==> config.mk <==
export PLATFORM = sky130hd
export DESIGN_NAME = merge_arbiter
export DESIGN_NICKNAME = d
export VERILOG_FILES = /design/src/rtl/merge_arbiter_pkg.sv /design/src/rtl/merge_arbiter_rr_grant.sv /design/src/rtl/merge_arbiter.sv
export SDC_FILE = /design/constraint.sdc
export NUM_CORES = 1
export LEC_CHECK = 0
export CELL_PAD_IN_SITES_DETAIL_PLACEMENT = 1
export CELL_PAD_IN_SITES_GLOBAL_PLACEMENT = 1
export CORE_MARGIN = 2
export CORE_UTILIZATION = 30
export CTS_CLUSTER_SIZE = 40
export DETAILED_ROUTE_END_ITERATION = 10
export GPL_ROUTABILITY_DRIVEN = 0
export PLACE_DENSITY = 0.92
export SETUP_SLACK_MARGIN = 0.05
export SYNTH_ARGS = -nofsm -noshare
export SYNTH_HDL_FRONTEND = slang
export SYNTH_SLANG_ARGS = --single-unit
==> constraint.sdc <==
create_clock -name clk_i -period 4.63 [get_ports clk_i]
set_input_delay 0.463 -clock clk_i [delete_from_list [all_inputs] [get_ports clk_i]]
set_output_delay 0.463 -clock clk_i [all_outputs]
set_load 0.01 [all_outputs]
==> src/rtl/merge_arbiter_pkg.sv <==
// Shared CGRA interconnect types for the two-input merge arbiter.
// Grant encoding doubles as the registered source tag on the output.
package merge_arbiter_pkg;

    typedef enum logic {
        GRANT_1 = 1'b0,
        GRANT_2 = 1'b1
    } grant_e;

    localparam logic MERGE_MODE_FIXED = 1'b0;
    localparam logic MERGE_MODE_RR    = 1'b1;

    function automatic grant_e other_grant(input grant_e g);
        return (g == GRANT_1) ? GRANT_2 : GRANT_1;
    endfunction

endpackage

==> src/rtl/merge_arbiter_rr_grant.sv <==
// Combinational grant selection for merge_arbiter: fixed priority or
// round-robin with a burst limit. grant[0] = din_1, grant[1] = din_2.
module rr_grant
    import merge_arbiter_pkg::*;
#(
    parameter int BURST_MAX = 4,
    parameter int CNT_W     = $clog2(BURST_MAX + 1)
) (
    input  logic [1:0]       valid,
    input  logic             mode,
    input  grant_e           last_grant,
    input  logic [CNT_W-1:0] burst_cnt,
    input  logic             accept,
    output logic [1:0]       grant
);

    grant_e pick;

    always_comb begin
        pick  = GRANT_1;
        grant = 2'b00;
        if (valid == 2'b11) begin
            // burst_cnt is only zero straight after reset/clear: din_1 opens
            if (mode == MERGE_MODE_FIXED || burst_cnt == '0)
                pick = GRANT_1;
            else if (burst_cnt < CNT_W'(BURST_MAX))
                pick = last_grant;
            else
                pick = other_grant(last_grant);
        end else if (valid[1]) begin
            pick = GRANT_2;
        end
        if (accept && (|valid))
            grant = (pick == GRANT_2) ? 2'b10 : 2'b01;
    end

endmodule

==> src/rtl/merge_arbiter.sv <==
// Registered two-input merge arbiter: one-entry output register, source tag,
// and arbitration state (last grant + burst counter) around rr_grant.
module merge_arbiter
    import merge_arbiter_pkg::*;
#(
    parameter int DATA_WIDTH = 32,
    parameter int BURST_MAX  = 4
) (
    input  logic                  clk_i,
    input  logic                  rst_ni,
    input  logic                  clr_i,
    input  logic                  mode_i,
    input  logic [DATA_WIDTH-1:0] din_1_i,
    input  logic                  din_1_v_i,
    output logic                  din_1_r_o,
    input  logic [DATA_WIDTH-1:0] din_2_i,
    input  logic                  din_2_v_i,
    output logic                  din_2_r_o,
    output logic [DATA_WIDTH-1:0] dout_o,
    output logic                  cout_o,
    output logic                  out_v_o,
    input  logic                  out_r_i
);

    localparam int CNT_W = $clog2(BURST_MAX + 1);

    logic             accept;
    logic [1:0]       grant;
    grant_e           last_grant;
    grant_e           new_grant;
    logic [CNT_W-1:0] burst_cnt;

    // clr_i blocks any handshake in its own cycle
    assign accept = (~out_v_o | out_r_i) & ~clr_i;

    rr_grant #(
        .BURST_MAX (BURST_MAX),
        .CNT_W     (CNT_W)
    ) u_grant (
        .valid      ({din_2_v_i, din_1_v_i}),
        .mode       (mode_i),
        .last_grant (last_grant),
        .burst_cnt  (burst_cnt),
        .accept     (accept),
        .grant      (grant)
    );

    assign din_1_r_o = grant[0];
    assign din_2_r_o = grant[1];
    assign new_grant = grant[1] ? GRANT_2 : GRANT_1;

    always_ff @(posedge clk_i or negedge rst_ni) begin
        if (!rst_ni) begin
            dout_o     <= '0;
            cout_o     <= 1'b0;
            out_v_o    <= 1'b0;
            last_grant <= GRANT_2;
            burst_cnt  <= '0;
        end else if (clr_i) begin
            out_v_o    <= 1'b0;
            last_grant <= GRANT_2;
            burst_cnt  <= '0;
        end else if (|grant) begin
            dout_o  <= grant[1] ? din_2_i : din_1_i;
            cout_o  <= grant[1];
            out_v_o <= 1'b1;
            if (new_grant == last_grant) begin
                if (burst_cnt != CNT_W'(BURST_MAX))
                    burst_cnt <= burst_cnt + 1'b1;
            end else begin
                last_grant <= new_grant;
                burst_cnt  <= CNT_W'(1);
            end
        end else if (out_r_i) begin
            out_v_o <= 1'b0;
        end
    end

endmodule

==> flow_metrics.env <==
export IMPL_mappedNetlistArea_mm2=0.001874
export IMPL_p_comb_frac=0.332
export IMPL_ant_nets=0
export IMPL_critical_path_n_buffers_inverters=3
export IMPL_synthDominantAreaCellType="sky130_fd_sc_hd__dfrtp_1"
export IMPL_fin_cells=336
export IMPL_max_slew_margin=0.3261
export IMPL_cts_repair_resized_insts=0
export IMPL_worst_r2r_path_depth=4
export IMPL_cts_hold_fix_buffers=0
export IMPL_min_period_ns=3.264
export IMPL_adder_cell_area_share_of_the_yosys_netlist=0.01335
export IMPL_standard_cell_with_the_maximum_stage_delay_on_the_critical_path="sky130_fd_sc_hd__clkdlybuf4s50_1"
export IMPL_finClkSkew_ns=0.01125
export IMPL_internal_power_uw=710.4
export IMPL_synth_top_area_share=0.4940
export IMPL_setup_tns_ns=0
export IMPL_number_of_remaining_drc_errors=0
export IMPL_hp_class="input pin to async pin"
export IMPL_synth_seq_cells=38
export IMPL_dp_cells=328
export IMPL_report_final_hold_viol_count=0
export IMPL_floorplan_die_area_mm2=0.006896
export IMPL_worstPathRequired_ns=4.17
export IMPL_die_height_um=83.04
export IMPL_rsz0062_at_grt="false"
export IMPL_worst_ep_arrival_time_ns=2.80
export IMPL_initial_antenna_violation_count=0
export IMPL_yosysMostFrequentCell="sky130_fd_sc_hd__dfrtp_1"
export IMPL_final_net_count=333
export IMPL_ys_dominant_reg_cell="sky130_fd_sc_hd__dfrtp_1"
export IMPL_numClockSinks=38
export IMPL_synthesis_yosys_warnings=0
export IMPL_sequential_cell_area_um2=952.2
export IMPL_max_freq_mhz=306.4
export IMPL_boundaryPins=107
export IMPL_pwr_share_clk=0.246
export IMPL_n_fill_cell=655
export IMPL_list_of_cells_traversed_by_the_critical_path="inv_1 > ha_1 > or3b_1 > and3_4 > nor4_4 > buf_4 > clkdlybuf4s50_1"
export IMPL_cp_slowest_stage_delay_ns=0.62
export IMPL_initialDrtViolationCount=50
export IMPL_max_cap_violations=0
export IMPL_worst_setup_hold_path_clk_slew_ns=0.08
export IMPL_post_synth_and_or_nand_nor_area_fraction=0.1936
export IMPL_place_hpwl_um=4546
export IMPL_number_of_flops_mapped_to_enable_cells_by_yosys=0
export IMPL_layout_drive_gt1_share=0.1571
export IMPL_synthArstFlopShare=1.000
export IMPL_crit_path_end_kind="output pin"
export IMPL_globalRoute_totalOverflow=0
export IMPL_dominant_delay_contributor_by_cell_family_on_the_critical_path="buffers and inverters"
export IMPL_ctsRootBufferMaster="sky130_fd_sc_hd__clkbuf_8"
export IMPL_synth_sequential_area_ratio=0.5080
export IMPL_antenna_cells=0
export IMPL_power_leakage_uw=0.001261
export IMPL_tightestPinTransition_ns=1.011
export IMPL_port_buffer_count=106
export IMPL_number_of_vias_in_the_routed_layout=1766
export IMPL_route_detailed_vias_per_inst=5.256
export IMPL_multi_input_combinational_cell_area_um2=859.6
export IMPL_grt_pass1_wl_um=10460
export IMPL_seq_power_share=0.422
export IMPL_largest_net_degree_at_the_start_of_global_routing=39
export IMPL_run_status="finished, final reports clean"
export IMPL_cts_tree="built"
export IMPL_muxShareOfSynthArea=0
export IMPL_layout_area_overhead_vs_synth_pct=64.69
export IMPL_dominant_combinational_cell_family_by_area_after_synthesis="compound AO/OA/AOI/OAI gates"
export IMPL_vias_in_the_first_global_route=2063
export IMPL_final_setup_viols=0
export IMPL_report_final_slew_viol_count=0
export IMPL_grtUsageTotal=0.1920
export IMPL_timing_critical_path_depth=7
export IMPL_crit_type="flip-flop to output pin"
export IMPL_syn_inst=154
export IMPL_starting_density_of_the_core=0.3129
export IMPL_final_core_utilization=0.5152
export IMPL_core_rowCount=28
export IMPL_cp_max_fo=36
export IMPL_power_share_switching=0.2802
export IMPL_drt_wirelength_per_cell_um=18.66
export IMPL_total_detailed_routing_wirelength_um=6269
export IMPL_synth_net_count=227
export IMPL_synth_area_top_cells="sky130_fd_sc_hd__dfrtp_1 49%, sky130_fd_sc_hd__a221o_2 14%, sky130_fd_sc_hd__and2_0 9.7%"
export IMPL_later_pin_clock_latency_in_the_skew_report_ns=0.29
export IMPL_dr_pass1_iters=4
export IMPL_cts_max_level=2
export IMPL_numCtsBuffers=5
export IMPL_synthXorXnorAreaFrac=0
export IMPL_p_per_area_mw_per_mm2=319.8
export IMPL_core_mm2=0.005991
export IMPL_yosys_top_cells_count="37 x sky130_fd_sc_hd__dfrtp_1, 29 x sky130_fd_sc_hd__and2_0, 23 x sky130_fd_sc_hd__a221o_2"
export IMPL_chipWidth_um=83.04
export IMPL_startpoint_type_of_the_worst_setup_path="flip-flop"
export IMPL_synth_compound_area_frac=0.2470
export IMPL_power_switching_uw=276.6
export IMPL_synth_avg_cell_area_um2=12.17
export IMPL_peakVddDrop_mv=0.1423
export IMPL_ctsLongestPathBuffers=2
export IMPL_timing_final_crit_share=0.7049
export IMPL_yosysUniqueCellTypes=36
export IMPL_post_cts_buffers=0
export IMPL_timing_hold_ws_ns=0.2861
-- power by group through the flow --
stage	registers, µW	clock network (µW)	logic, µW
floorplan	440	0	108
global placement	420	0	319
detailed placement	421	0	331
CTS	418	254	333
global route	425	267	352
finish	417	243	327
-- kinds of logic after synthesis --
kind of cell	count (synthesis)
AOI/OAI and AO/OA	47
DFF	38
and+or+nand+nor	54
adders and majority gates	2
buffers and inverters	13
-- through the flow --
step | instance area (µm²) | total power [µW] | worst slack (ns)
finish | 3087 | 987.0 | 1.366
global route | 3087 | 1043 | 1.195
CTS | 3087 | 1005 | 1.324
detailed placement | 2992 | 751.2 | 1.648
global placement | 2992 | 739.1 | 1.683
floorplan | 1874 | 547.9 | 2.333
-- state kept, by name, indices dropped and copies added (netlist names) --
register and count:
dout_o 32, last_grant 1, cout_o 1, out_v_o 1
burst_cnt 3
-- final timing paths --
| path | slack, ns | start | end |
|---|---|---|---|
| max in group asynchronous | 3.78 | rst_ni | burst_cnt[2] |
| min reg2reg | 0.49 | cout_o | cout_o |
| min | 0.29 | rst_ni | cout_o |
| max | 1.37 | burst_cnt[0] | din_2_r_o |
| min in group clk_i | 0.49 | cout_o | cout_o |
| max reg2reg | 2.39 | out_v_o | burst_cnt[0] |
-- area by class of cell --
class,count,share of cell area
inverter,4,0.004864
clock inverter,2,0.004054
clock buffer,6,0.02675
sequential,38,0.3085
multi-input combinational,103,0.2785
timing repair buffer,108,0.3470
tap,75,0.03040
-- worst register-to-register path, stage by stage (launching register included) --
cell	delay, ns
sky130_fd_sc_hd__dfrtp_1	0.37
sky130_fd_sc_hd__nor2b_1	0.46
sky130_fd_sc_hd__or3_1	0.86
sky130_fd_sc_hd__nor4_1	0.10
sky130_fd_sc_hd__a211o_2	0.33
-- cells in the final DEF (no fill, tap or decap), types with 2 or more instances in the layout --
master and instances:
sky130_fd_sc_hd__nor2b_1 4, sky130_fd_sc_hd__nand2b_1 2, sky130_fd_sc_hd__buf_4 2, sky130_fd_sc_hd__ha_1 2
sky130_fd_sc_hd__a221o_1 10, sky130_fd_sc_hd__inv_1 4, sky130_fd_sc_hd__nor2_1 2, sky130_fd_sc_hd__dfrtp_1 37
sky130_fd_sc_hd__and2_0 29, sky130_fd_sc_hd__clkbuf_8 6, sky130_fd_sc_hd__and2_1 3, sky130_fd_sc_hd__clkdlybuf4s50_1 105
sky130_fd_sc_hd__a221o_2 23, sky130_fd_sc_hd__a21oi_1 3, sky130_fd_sc_hd__nand2_1 4
-- metal layers --
metal | track usage | up-vias | part of all wire
met5 | 0 | - | 0
met1 | 0.2035 | 891 | 0.39
met3 | 0.05567 | 6 | 0.065
met2 | 0.3658 | 69 | 0.53
met4 | 0.05365 | 0 | 0.013
li1 | - | 800 | -
Note: power is estimated with default switching activity, not from simulation.
